==> src/rtl/decode_pkg.sv <==
// Shared types and constants for the decode stage.
// Covers opcode encodings, instruction classes and the slot payloads.
package decode_pkg;

  localparam int unsigned XLEN     = 32;
  localparam int unsigned NREG     = 32;
  localparam int unsigned RIDX_W   = 5;
  localparam int unsigned LINK_REG = 31;

  localparam logic [5:0] OP_RTYPE = 6'b000000;
  localparam logic [5:0] OP_J     = 6'b000010;
  localparam logic [5:0] OP_JAL   = 6'b000011;
  localparam logic [5:0] OP_BEQ   = 6'b000100;
  localparam logic [5:0] OP_BNE   = 6'b000101;
  localparam logic [5:0] OP_ANDI  = 6'b001100;
  localparam logic [5:0] OP_ORI   = 6'b001101;
  localparam logic [5:0] OP_XORI  = 6'b001110;
  localparam logic [5:0] OP_LW    = 6'b100011;
  localparam logic [5:0] OP_SW    = 6'b101011;
  localparam logic [5:0] OP_BC    = 6'b110010;

  typedef enum logic [2:0] {
    CLS_NOP     = 3'd0,
    CLS_RTYPE   = 3'd1,
    CLS_IALU    = 3'd2,
    CLS_LOAD    = 3'd3,
    CLS_STORE   = 3'd4,
    CLS_BRANCH  = 3'd5,
    CLS_JUMP    = 3'd6,
    CLS_ILLEGAL = 3'd7
  } instr_class_e;

  typedef struct packed {
    logic            valid;
    logic [XLEN-1:0] pc;
    logic [XLEN-1:0] cmd;
  } fetch_word_t;

  typedef struct packed {
    logic [XLEN-1:0]   pc;
    instr_class_e      cls;
    logic [RIDX_W-1:0] rs;
    logic [RIDX_W-1:0] rt;
    logic [RIDX_W-1:0] rd;
    logic [XLEN-1:0]   imm;
    logic [4:0]        shamt;
    logic [5:0]        funct;
    logic [5:0]        op;
  } dec_instr_t;

endpackage

==> src/rtl/decode_if.sv <==
// Decode-to-execute issue bus: valid/ready handshake plus decoded fields.
interface decode_if;
  import decode_pkg::*;

  logic              out_valid;
  logic              out_ready;
  logic [XLEN-1:0]   out_pc;
  logic [2:0]        out_class;
  logic [RIDX_W-1:0] out_rs;
  logic [RIDX_W-1:0] out_rt;
  logic [RIDX_W-1:0] out_rd;
  logic [XLEN-1:0]   out_imm;
  logic [4:0]        out_shamt;
  logic [5:0]        out_funct;
  logic [5:0]        out_op;

  modport master (
    output out_valid, out_pc, out_class, out_rs, out_rt, out_rd,
           out_imm, out_shamt, out_funct, out_op,
    input  out_ready
  );

  modport slave (
    input  out_valid, out_pc, out_class, out_rs, out_rt, out_rd,
           out_imm, out_shamt, out_funct, out_op,
    output out_ready
  );
endinterface

==> src/rtl/decode_scoreboard.sv <==
// Pending-write scoreboard with same-cycle writeback bypass and
// a RAW hazard query against both busy registers and the occupied out slot.
module decode_scoreboard
  import decode_pkg::*;
(
  input  logic              clk,
  input  logic              rst,
  input  logic              set_en_i,
  input  logic [RIDX_W-1:0] set_idx_i,
  input  logic              clr_en_i,
  input  logic [RIDX_W-1:0] clr_idx_i,
  input  logic [RIDX_W-1:0] rs_i,
  input  logic [RIDX_W-1:0] rt_i,
  input  logic              use_rs_i,
  input  logic              use_rt_i,
  input  logic              pend_en_i,
  input  logic [RIDX_W-1:0] pend_rd_i,
  output logic              hazard_c_o
);

  logic [NREG-1:0] busy_q;
  logic [NREG-1:0] busy_d;
  logic            rs_haz;
  logic            rt_haz;

  // A retiring writeback to a source hides its busy bit in the same cycle.
  always_comb begin
    rs_haz = use_rs_i && (rs_i != '0) &&
             ((busy_q[rs_i] && !(clr_en_i && (clr_idx_i == rs_i))) ||
              (pend_en_i && (pend_rd_i == rs_i)));
    rt_haz = use_rt_i && (rt_i != '0) &&
             ((busy_q[rt_i] && !(clr_en_i && (clr_idx_i == rt_i))) ||
              (pend_en_i && (pend_rd_i == rt_i)));
    hazard_c_o = rs_haz || rt_haz;
  end

  // Clear applied before set so a collision leaves the register busy.
  always_comb begin
    busy_d = busy_q;
    if (clr_en_i) busy_d[clr_idx_i] = 1'b0;
    if (set_en_i) busy_d[set_idx_i] = 1'b1;
    busy_d[0] = 1'b0;
  end

  always_ff @(posedge clk) begin
    if (rst) busy_q <= '0;
    else     busy_q <= busy_d;
  end

endmodule

==> src/rtl/decode_stage.sv <==
// Decode stage: input slot S1 holds the raw fetch word, out slot S2 holds the
// decoded instruction presented to execute; RAW hazards stall S1.
module decode_stage
  import decode_pkg::*;
(
  input  logic              clk,
  input  logic              rst,
  input  logic              enable,
  input  logic [XLEN-1:0]   pc,
  input  logic [XLEN-1:0]   command,
  output logic              hold,
  input  logic              flush,
  input  logic              wb_valid,
  input  logic [RIDX_W-1:0] wb_rd,
  decode_if.master          out_if
);

  fetch_word_t s1_q, s1_d;
  dec_instr_t  s2_q, s2_d;
  logic        s2_valid_q, s2_valid_d;

  dec_instr_t  dec;
  logic        use_rs;
  logic        use_rt;
  logic        hazard;
  logic        s1_move;
  logic        in_ready;
  logic        sb_set;
  logic        out_ready;

  assign out_ready = out_if.out_ready;

  // Field extraction and classification of the word waiting in S1.
  always_comb begin
    dec       = '0;
    use_rs    = 1'b0;
    use_rt    = 1'b0;
    dec.pc    = s1_q.pc;
    dec.op    = s1_q.cmd[31:26];
    dec.rs    = s1_q.cmd[25:21];
    dec.rt    = s1_q.cmd[20:16];
    dec.shamt = s1_q.cmd[10:6];
    dec.funct = s1_q.cmd[5:0];
    dec.imm   = {{16{s1_q.cmd[15]}}, s1_q.cmd[15:0]};
    dec.cls   = CLS_ILLEGAL;
    if (s1_q.cmd == '0) begin
      dec.cls = CLS_NOP;
    end else begin
      case (s1_q.cmd[31:26])
        OP_RTYPE: begin
          dec.cls = CLS_RTYPE;
          dec.rd  = s1_q.cmd[15:11];
          use_rs  = 1'b1;
          use_rt  = 1'b1;
        end
        OP_J, OP_JAL, OP_BC: begin
          dec.cls = CLS_JUMP;
          dec.imm = {4'b0000, s1_q.cmd[25:0], 2'b00};
          if (s1_q.cmd[31:26] == OP_JAL) dec.rd = RIDX_W'(LINK_REG);
        end
        OP_BEQ, OP_BNE: begin
          dec.cls = CLS_BRANCH;
          use_rs  = 1'b1;
          use_rt  = 1'b1;
        end
        OP_LW: begin
          dec.cls = CLS_LOAD;
          dec.rd  = s1_q.cmd[20:16];
          use_rs  = 1'b1;
        end
        OP_SW: begin
          dec.cls = CLS_STORE;
          use_rs  = 1'b1;
          use_rt  = 1'b1;
        end
        OP_ANDI, OP_ORI, OP_XORI: begin
          dec.cls = CLS_IALU;
          dec.rd  = s1_q.cmd[20:16];
          dec.imm = {16'h0000, s1_q.cmd[15:0]};
          use_rs  = 1'b1;
        end
        default: ;
      endcase
    end
  end

  decode_scoreboard u_sb (
    .clk        (clk),
    .rst        (rst),
    .set_en_i   (sb_set),
    .set_idx_i  (s2_q.rd),
    .clr_en_i   (wb_valid),
    .clr_idx_i  (wb_rd),
    .rs_i       (dec.rs),
    .rt_i       (dec.rt),
    .use_rs_i   (use_rs),
    .use_rt_i   (use_rt),
    .pend_en_i  (s2_valid_q && !out_ready),
    .pend_rd_i  (s2_q.rd),
    .hazard_c_o (hazard)
  );

  // Slot handshake; flush discards both slots and the incoming word.
  always_comb begin
    s1_move    = s1_q.valid && !hazard && (!s2_valid_q || out_ready);
    in_ready   = !s1_q.valid || s1_move;
    hold       = !in_ready;
    sb_set     = s2_valid_q && out_ready && !flush && (s2_q.rd != '0);
    s1_d       = s1_q;
    s2_d       = s2_q;
    s2_valid_d = s2_valid_q;
    if (flush) begin
      s1_d.valid = 1'b0;
      s2_valid_d = 1'b0;
    end else begin
      if (enable && in_ready) begin
        s1_d.valid = 1'b1;
        s1_d.pc    = pc;
        s1_d.cmd   = command;
      end else if (s1_move) begin
        s1_d.valid = 1'b0;
      end
      if (s1_move) begin
        s2_d       = dec;
        s2_valid_d = 1'b1;
      end else if (out_ready) begin
        s2_valid_d = 1'b0;
      end
    end
  end

  always_ff @(posedge clk) begin
    if (rst) begin
      s1_q       <= '0;
      s2_q       <= '0;
      s2_valid_q <= 1'b0;
    end else begin
      s1_q       <= s1_d;
      s2_q       <= s2_d;
      s2_valid_q <= s2_valid_d;
    end
  end

  assign out_if.out_valid = s2_valid_q;
  assign out_if.out_pc    = s2_q.pc;
  assign out_if.out_class = s2_q.cls;
  assign out_if.out_rs    = s2_q.rs;
  assign out_if.out_rt    = s2_q.rt;
  assign out_if.out_rd    = s2_q.rd;
  assign out_if.out_imm   = s2_q.imm;
  assign out_if.out_shamt = s2_q.shamt;
  assign out_if.out_funct = s2_q.funct;
  assign out_if.out_op    = s2_q.op;

endmodule

==> src/flat_wrapper.sv <==
// flat-port wrapper written by rule: the top's interface ports become plain ports
module decode_stage_flat import decode_pkg::*;
  (clk, rst, enable, pc, command, hold, flush, wb_valid, wb_rd, out_if_out_valid, out_if_out_pc, out_if_out_class, out_if_out_rs, out_if_out_rt, out_if_out_rd, out_if_out_imm, out_if_out_shamt, out_if_out_funct, out_if_out_op, out_if_out_ready);
  decode_if out_if_i ();
  input  logic clk;
  input  logic rst;
  input  logic enable;
  input  logic [XLEN-1:0] pc;
  input  logic [XLEN-1:0] command;
  output logic hold;
  input  logic flush;
  input  logic wb_valid;
  input  logic [RIDX_W-1:0] wb_rd;
  output wire logic [$bits(out_if_i.out_valid)-1:0] out_if_out_valid;
  output wire logic [$bits(out_if_i.out_pc)-1:0] out_if_out_pc;
  output wire logic [$bits(out_if_i.out_class)-1:0] out_if_out_class;
  output wire logic [$bits(out_if_i.out_rs)-1:0] out_if_out_rs;
  output wire logic [$bits(out_if_i.out_rt)-1:0] out_if_out_rt;
  output wire logic [$bits(out_if_i.out_rd)-1:0] out_if_out_rd;
  output wire logic [$bits(out_if_i.out_imm)-1:0] out_if_out_imm;
  output wire logic [$bits(out_if_i.out_shamt)-1:0] out_if_out_shamt;
  output wire logic [$bits(out_if_i.out_funct)-1:0] out_if_out_funct;
  output wire logic [$bits(out_if_i.out_op)-1:0] out_if_out_op;
  input wire logic [$bits(out_if_i.out_ready)-1:0] out_if_out_ready;
  assign out_if_out_valid = out_if_i.out_valid;
  assign out_if_out_pc = out_if_i.out_pc;
  assign out_if_out_class = out_if_i.out_class;
  assign out_if_out_rs = out_if_i.out_rs;
  assign out_if_out_rt = out_if_i.out_rt;
  assign out_if_out_rd = out_if_i.out_rd;
  assign out_if_out_imm = out_if_i.out_imm;
  assign out_if_out_shamt = out_if_i.out_shamt;
  assign out_if_out_funct = out_if_i.out_funct;
  assign out_if_out_op = out_if_i.out_op;
  assign out_if_i.out_ready = out_if_out_ready;
  decode_stage u_core (.clk(clk), .rst(rst), .enable(enable), .pc(pc), .command(command), .hold(hold), .flush(flush), .wb_valid(wb_valid), .wb_rd(wb_rd), .out_if(out_if_i));
endmodule
==> config.mk <==
export PLATFORM = sky130hd
export DESIGN_NAME = decode_stage_flat
export DESIGN_NICKNAME = d
export VERILOG_FILES = /design/src/rtl/decode_pkg.sv /design/src/rtl/decode_if.sv /design/src/rtl/decode_scoreboard.sv /design/src/rtl/decode_stage.sv /design/src/flat_wrapper.sv
export SDC_FILE = /design/constraint.sdc
export NUM_CORES = 1
export LEC_CHECK = 0
export ABC_CLOCK_PERIOD_IN_PS = 6650
export CAP_MARGIN = 10
export CORE_AREA = 3 3 120 151
export DETAILED_ROUTE_END_ITERATION = 6
export DIE_AREA = 0 0 123 154
export DONT_BUFFER_PORTS = 1
export MAX_ROUTING_LAYER = met4
export PLACE_DENSITY_LB_ADDON = 0.05
export SLEW_MARGIN = 10
export SYNTH_ARGS = -nofsm -noshare
export SYNTH_HDL_FRONTEND = slang
export SYNTH_SLANG_ARGS = --single-unit
==> constraint.sdc <==
create_clock -name clk -period 6.65 [get_ports clk]
set_input_delay 1.6625 -clock clk [delete_from_list [all_inputs] [get_ports clk]]
set_output_delay 1.6625 -clock clk [all_outputs]
set_load 0.02 [all_outputs]
Word level (Yosys, flattened, before mapping)
Index checks and enable logic that the tools add are counted.
Operators by class
  reductions and logical operators: 48
  equality and inequality tests: 14
  bitwise operators: 4
  muxes and demuxes: 24
  magnitude comparators: 6
Operator list (number)
  2-to-1 mux 32 bit: 2
  case mux 32 bit (2 select lines): 1
  2-to-1 mux 37 bit: 1
  AND 32 bit: 1
  logical NOT 32 bit: 1
  inverter 32 bit: 1
  bitwise OR 32 bit: 1
  < comparator 5 x 6 -> 1 bit, second input constant: 4
  equality test 5 bit: 4
  logical AND 1 bit: 19
  equality test 6 x 4 -> 1 bit, second input constant: 3
  equality test 6 bit, second input constant: 3
  case mux 3 bit (6 select lines): 1
  case mux 5 bit (3 select lines): 1
  nonzero test 5 bit: 3
  equality test 6 x 2 -> 1 bit, second input constant: 2
  equality test 6 x 3 -> 1 bit, second input constant: 2
  2-to-1 mux 1 bit: 12
  binary-select mux 1 bit (select 5 bit): 2
  demux 1 bit (select 5 bit): 2
  greater-or-equal comparator 5 x 1 -> 1 bit, second input constant: 2
  logical NOT 1 bit: 8
  OR reduction 4 bit: 2
  OR reduction 8 bit: 1
  9 further kinds: 17
Storage, ports and cells
  word-level logic and storage cells: 111
  bits in registers: 197
  bits of input ports: 75

Longest topological paths before layout
Gate-level depths: netlist of the first run.
  word-level depth: 13
  depth in mapped cells: 12
  mapped depth without buffers: 7

Cells and area by module
From an unflattened synthesis of the first run, not the netlist that was laid out.
Unflattened totals
  cell total of the unflattened synthesis: 1045
  area total of the unflattened synthesis: 8607.0 um^2
By module, submodules not included
  decode_stage: times used 1, cells an instance 803, area each 6538.8 um^2
  decode_scoreboard: times used 1, cells an instance 242, area each 2068.2 um^2

Least setup slack after synthesis of the first run
Ideal clock, no wire load.
  path type: input port to output port
  start point: input port wb_rd[2]
  end point: output port hold
  cell stages on the path: 7
  arrival time: 2.961 ns
  setup slack: 2.027 ns
  path through: clkbuf_1 > xor2_1 > nor4_1 > a311oi_1 > o2111ai_2 > nand2_1 > o21a_1
Between the ends
  word-level cells in the longest chain between the ends: 12
Ends and longest elaborated chain
  start: declaration: RTL line flat_wrapper.sv:13  | input logic [RIDX_W-1:0] wb_rd;
  equality test 5 bit (on tied branches): RTL line decode_scoreboard.sv:29, decode_scoreboard.sv:32
  logical AND 1 bit (on tied branches): RTL line decode_scoreboard.sv:29, decode_scoreboard.sv:32
  logical NOT 1 bit (on tied branches): RTL line decode_scoreboard.sv:29, decode_scoreboard.sv:32
  logical AND 1 bit (on tied branches): RTL line decode_scoreboard.sv:29, decode_scoreboard.sv:32
  logical OR 1 bit (on tied branches): RTL line decode_scoreboard.sv:29, decode_scoreboard.sv:32
  logical AND 1 bit (on tied branches): RTL line decode_scoreboard.sv:28, decode_scoreboard.sv:31
  logical OR 1 bit (*): RTL line decode_scoreboard.sv:34  | hazard_c_o = rs_haz || rt_haz;
  logical NOT 1 bit (*): RTL line decode_stage.sv:105  | s1_move = s1_q.valid && !hazard && (!s2_valid_q || out_ready);
  logical AND 1 bit (*) (2 in a row): RTL line decode_stage.sv:105
  logical OR 1 bit (*): RTL line decode_stage.sv:106  | in_ready = !s1_q.valid || s1_move;
  logical NOT 1 bit (*): RTL line decode_stage.sv:107  | hold = !in_ready;
  end: declaration: RTL line flat_wrapper.sv:10  | output logic hold;
Every way passes the cells marked *; elsewhere a longest branch is shown, timed or not.

Worst setup path in the final report of the first run
Same ends and word-level chain as after synthesis.

==> results of run 1 <==
[sequential cells by signal (all words and copies together) (netlist names)]
| name | count |
|---|---|
| u_core.dec | 59 |
| u_core.out_if.out_class | 3 |
| u_core.out_if.out_funct | 6 |
| u_core.out_if.out_imm | 29 |
| u_core.out_if.out_op | 6 |
| u_core.out_if.out_pc | 32 |
| u_core.out_if.out_rd | 5 |
| u_core.out_if.out_rs | 5 |
| u_core.out_if.out_rt | 5 |
| u_core.out_if.out_shamt | 5 |
| u_core.out_if.out_valid | 1 |
| u_core.s1_q | 6 |
| u_core.u_sb.busy_q | 31 |
[cell type report]
class | instances | area share, %
Multi-Input combinational cell | 679 | 50.2
Sequential cell | 193 | 40.3
Clock buffer | 18 | 4.58
Tap cell | 220 | 2.87
Clock inverter | 14 | 1.45
Timing Repair Buffer | 4 | 0.444
Inverter | 3 | 0.118
[path summary, 6_finish.rpt]
path                                      from              to  slack, ps
worst max-delay path                  wb_rd[2]            hold       2040
worst min-delay path            u_core.dec[94]  u_core.dec[94]        480
worst max register to register  u_core.dec[60]  u_core.dec[61]       2960
worst min register to register  u_core.dec[94]  u_core.dec[94]        480
[through the flow]
stage,util [%],std cells
after CTS,57.1,1131
after detailed placement,53.7,1099
after floorplan,-,969
after global routing,57.1,1131
final,57.1,1131
after global placement,53.7,1099
[critical path, cell delays in order]
cell and delay [ps]:
xor2_1 150, nor4_1 90, a311oi_1 320, o2111ai_2 240, nand2_1 210, o21a_1 280
[layer usage]
layer	global-route usage [%]	part of all wire [%]	wire length (um)	vias up
met5	-	0	0	-
met4	6.39	1.3	290	0
met3	6.92	8.0	1800	19
met2	36.2	47	10400	239
met1	32.0	44	9830	3235
li1	-	-	-	3272
[report_power, final]
group / switching (uW) / internal (uW)
clock network: 483 / 509
registers: 42.0 / 1180
logic: 72.0 / 75.9
total: 597 / 1760
[placed cells by master, fill, tap and decap left out, types with 4 or more instances in the layout]
cell	synthesis	layout
nor4_1	8	8
nor3b_1	4	4
nand3b_1	101	101
a21boi_0	11	11
mux2i_1	96	96
mux4_2	10	10
nand3_1	7	7
inv_8	0	5
clkbuf_16	0	17
o31ai_1	36	36
or3b_2	4	4
a221oi_1	5	5
a21oi_1	37	36
o21ai_0	71	71
xnor2_1	6	6
nand2_1	41	41
dfxtp_1	193	193
o21a_1	5	5
o21ai_1	24	24
nor3_1	5	5
xor2_1	14	14
nand2b_1	136	136
nor2_1	20	20
[kinds of logic (layout without fill, tap and decap cells)]
group / Yosys count / in the layout / share of synthesized area, %
muxes: 109 / 109 / 13.3
xor gates and xnor gates: 20 / 20 / 1.91
DFF: 193 / 193 / 42.0
and+or+nand+nor: 342 / 342 / 23.1
AOI/OAI and AO/OA: 208 / 208 / 13.8
buffers and inverters: 97 / 39 / 5.89
==> flow_metrics.env, run 1 <==
export IMPL_yosys_top_cells_area="dfxtp_1 (42%), mux2i_1 (10%), nand2b_1 (9.3%), nand3b_1 (8.2%), o21ai_0 (3.9%)"
export IMPL_io_pins=176
export IMPL_fmax_mhz=217
export IMPL_rsz0062_at_grt="no"
export IMPL_groute_usage_overall_pct=24.1
export IMPL_finalWirelength_um=22300
export IMPL_final_antenna_net_count=0
export IMPL_rows=53
export IMPL_synthCells=969
export IMPL_rr_worst_depth=8
export IMPL_portBuffers=0
export IMPL_holdWs_ps=482
export IMPL_yosysSeqAreaShare_pct=42.0
export IMPL_via_per_inst=5.98
export IMPL_place_area_sq_um=9000
export IMPL_wl_per_cell_um=19.8
export IMPL_route_detailed_drc=0
export IMPL_layout_nets=973
export IMPL_synth_nets=1044
export IMPL_coreArea_sq_um=16800
export IMPL_n_fill_cell=1547
export IMPL_worstPathMaxFanout=10
export IMPL_synth_top_cell_area_share_pct=42.0
export IMPL_cts_hold_buf=0
export IMPL_routed_via_count=6765
export IMPL_cts_setup_buffers=0
export IMPL_setup_viol=0
export IMPL_seq_area_sq_um=3860
export IMPL_antenna_found_initial=0
export IMPL_grt_max_degree=291
export IMPL_period_needed_ps=4610
export IMPL_yosys_most_used_dff="dfxtp_1"
export IMPL_synth_most_common_cell="dfxtp_1"
export IMPL_power_uw=2360
export IMPL_synth_warnings=0
export IMPL_ys_ff_latch=193
export IMPL_htree_levels=4
export IMPL_path_class="primary input to output pin"
export IMPL_synth_common_cells="dfxtp_1 (193), nand2b_1 (136), nand3b_1 (101)"
export IMPL_path_clk_slew_ps=70
export IMPL_slew_headroom_pct=18.9
export IMPL_clk_latency_ps=430
export IMPL_powerDensity_nw_per_um2=246
export IMPL_numCtsBuffers=17
export IMPL_post_place_ws_ps=2030
export IMPL_worst_ep_arrival_time_ps=2950
export IMPL_end_kind="output pin"
export IMPL_grt_overflow=0
export IMPL_globalplace_congestion=0.899
export IMPL_antenna_cells=0
export IMPL_grt_pass1_vias=6483
export IMPL_cts_tree="yes"
export IMPL_dr_first_iter_drc_count=605
export IMPL_die_x_um=123
export IMPL_synth_edf_count=0
export IMPL_avgSynthCellArea_sq_um=9.49
export IMPL_min_path_cells=2
export IMPL_area_growth_pct=4.22
export IMPL_final_max_slew_viol_count=0
export IMPL_multi_input_area_sq_um=4810
export IMPL_final_area_sq_um=9580
export IMPL_die_height_um=154
export IMPL_setup_tns_ps=0
export IMPL_finalClockSkew_ps=10.4
export IMPL_cp_data_required_time_ps=4990
export IMPL_ir_drop_v=0.000172
export IMPL_finalWorstSetupSlack_ps=2040
export IMPL_synth_cell_types=49
export IMPL_cellLeakagePower_uw=0.00325
export IMPL_startpoint_type="primary input"
export IMPL_drv_cap=0
export IMPL_finalHoldViolCount=0
export IMPL_dpl_hpwl_um=14500
export IMPL_worstMarginPinSlew_ps=1210
export IMPL_clock_path_buffers=2
export IMPL_postCtsResizedCells=0
export IMPL_die_area_sq_um=18900
export IMPL_root_buffer="clkbuf_16"
export IMPL_synth_top_area_cell="dfxtp_1"
export IMPL_start_util_pct=54.8
export IMPL_syn_area_sq_um=9190
export IMPL_hp_class="register to register"
export IMPL_async_flop_share_pct=0
export IMPL_timing_final_crit_share_pct=69.3
export IMPL_clock_sinks=193
export IMPL_drive_gt1_share_pct=6.48
export IMPL_first_pass_iters=5
export IMPL_grt_pass1_wl_um=35200
export IMPL_outcome="finished clean"
Note: power is estimated with default switching activity, not from simulation.
==> run 2, diff against run 1 <==
ABC_CLOCK_PERIOD_IN_PS = 3750   (was 6650)
clock period = 3.75 ns   (was 6.65 ns; I/O delays follow)
==> run 2 against run 1 <==
  * Worst setup slack lost 1900 ps
  * Sequential power is 77% higher
  * Count of clock-buffer cells in the layout did not move
  * Non-clock buffer count grew 6
  * Combinational power is 86% higher
  * Via count up 1.7%
  * Worst hold slack better by 3.5 ps
  * Largest cell class unchanged
  * Die area stayed put
  * Routed wire length increased by 1.7%
==> flow_metrics.env, run 2 (synthesis results as in run 1) <==
export IMPL_critical_path_max_stage_delay_ps=690
export IMPL_grt_overflow=0
export IMPL_root_buffer="clkbuf_16"
export IMPL_fmax_mhz=280
export IMPL_setup_viol=0
export IMPL_slowest_stage="dfxtp_1"
export IMPL_via_per_inst=6.05
export IMPL_power_uw=4200
export IMPL_wl_per_cell_um=20.0
export IMPL_slew_headroom_pct=40.0
export IMPL_startpoint_type="register"
export IMPL_grt_pass1_vias=6717
export IMPL_regToRegSetupSlack_ps=740
export IMPL_antenna_found_initial=0
export IMPL_p_int_uw=3130
export IMPL_route_detailed_drc=0
export IMPL_cp_data_required_time_ps=2810
export IMPL_coreArea_sq_um=16800
export IMPL_cts_hold_buf=0
export IMPL_path_class="register to output pin"
export IMPL_globalplace_congestion=0.878
export IMPL_clock_path_buffers=2
export IMPL_dpl_hpwl_um=15100
export IMPL_outcome="finished clean"
export IMPL_largest_reg_flops=59
export IMPL_worstMarginPinSlew_ps=897
export IMPL_setup_tns_ps=0
export IMPL_antenna_cells=0
export IMPL_io_pins=176
export IMPL_path_cells="mux4_2 -> a22oi_1 -> a221oi_2 -> a21oi_2 -> nor2_1 -> o21a_1"
export IMPL_routed_via_count=6881
export IMPL_drv_cap=0
export IMPL_worst_ep_arrival_time_ps=2640
export IMPL_grt_pass1_wl_um=35800
export IMPL_cellLeakagePower_uw=0.00330
export IMPL_n_fill_cell=1528
export IMPL_sequentialPowerShare_pct=51.4
export IMPL_swShare_pct=25.4
export IMPL_finalWorstSetupSlack_ps=176
export IMPL_period_needed_ps=3570
export IMPL_ir_drop_v=0.000272
export IMPL_clock_sinks=193
export IMPL_finalHoldViolCount=0
export IMPL_p_clk_share_pct=42.1
export IMPL_rsz0062_at_grt="no"
export IMPL_dr_first_iter_drc_count=512
export IMPL_final_instance_count_excl_fill=1137
export IMPL_timing_final_crit_share_pct=95.3
export IMPL_place_area_sq_um=9070
export IMPL_power_frac_comb_pct=6.6
export IMPL_final_common_cell="dfxtp_1"
export IMPL_htree_levels=4
export IMPL_postCtsResizedCells=0
export IMPL_powerDensity_nw_per_um2=435
export IMPL_die_area_sq_um=18900
export IMPL_path_clk_slew_ps=70
export IMPL_numCtsBuffers=17
export IMPL_area_growth_pct=5.06
export IMPL_worstPathMaxFanout=11
export IMPL_die_x_um=123
export IMPL_end_kind="output pin"
export IMPL_cts_setup_buffers=0
export IMPL_p_sw_uw=1070
export IMPL_finalClockSkew_ps=11.4
export IMPL_cts_tree="yes"
export IMPL_layout_nets=979
export IMPL_post_place_ws_ps=541
export IMPL_final_max_slew_viol_count=0
export IMPL_groute_usage_overall_pct=24.3
export IMPL_final_antenna_net_count=0
export IMPL_hp_class="register to register"
export IMPL_die_height_um=154
export IMPL_portBuffers=0
export IMPL_drive_gt1_share_pct=7.42
export IMPL_grt_max_degree=291
export IMPL_place_inst=1105
export IMPL_clk_latency_ps=420
export IMPL_final_area_sq_um=9660
export IMPL_start_util_pct=54.8
export IMPL_finalWirelength_um=22700
export IMPL_layout_common_cells="dfxtp_1 (190), nand2b_1 (136), nand3b_1 (101)"
export IMPL_rows=53
export IMPL_first_pass_iters=5
-- run 2: cell count changes in the layout (fill, tap and decap cells not counted) --
cell        delta
clkinvlp_4     -1
buf_12         +2
dfxtp_2        +3
inv_6          +1
dfxtp_1        -3
clkinv_4       +1
inv_8          -2
clkinv_8       +1
buf_4          +4
-- run 2: worst max-delay path, delay by kind of cell, from the launching register on --
kind / cells / cell delay (ps)
AOI/OAI and AO/OA: 4 / 850
DFF: 1 / 690
muxes: 1 / 570
and+or+nand+nor: 1 / 90
-- run 2: per-layer routing --
metal  GRT usage [%]  routed length (um)  vias to the layer above
met1            31.2                9750                     3313
met3            7.21                1840                       39
li1                -                   -                     3292
met5               -                   0                        -
met4            8.18                 563                        0
met2            36.6               10600                      237
-- run 2: cell type report --
class	instances	area [sq um]	share of cell area, %
clock inverters	14	143	1.48
flip-flops and latches	193	3870	40.0
inverters	3	11.3	0.117
clock buffers	18	439	4.55
multi-input cells	679	4810	49.8
repair buffers	10	113	1.17
well taps	220	275	2.85
-- run 2: per-stage QoR --
step                hold WS (ps)  utilization [%]
floorplan                    450                -
detailed placement           474             54.1
global placement             464             54.1
finish                       485             57.6
global route                 510             57.6
CTS                          488             57.6
-- run 2: power groups by stage --
stage | Clock (uW) | Combinational, uW | Sequential, uW
3_3_place_gp | 0 | 270 | 2200
5_1_grt | 1890 | 302 | 2160
6_report | 1770 | 276 | 2160
3_5_place_dp | 0 | 275 | 2210
4_1_cts | 1810 | 277 | 2160
2_1_floorplan | 0 | 292 | 2170
-- run 2: path summary, 6_finish.rpt --
| check | endpoint | cells after the start | from |
|---|---|---|---|
| hold / removal | u_core.dec[82] | 2 | u_core.dec[82] |
| setup reg to reg | u_core.dec[67] | 8 | u_core.dec[55] |
| hold reg to reg | u_core.dec[82] | 2 | u_core.dec[82] |
| setup / recovery | hold | 6 | u_core.dec[55] |
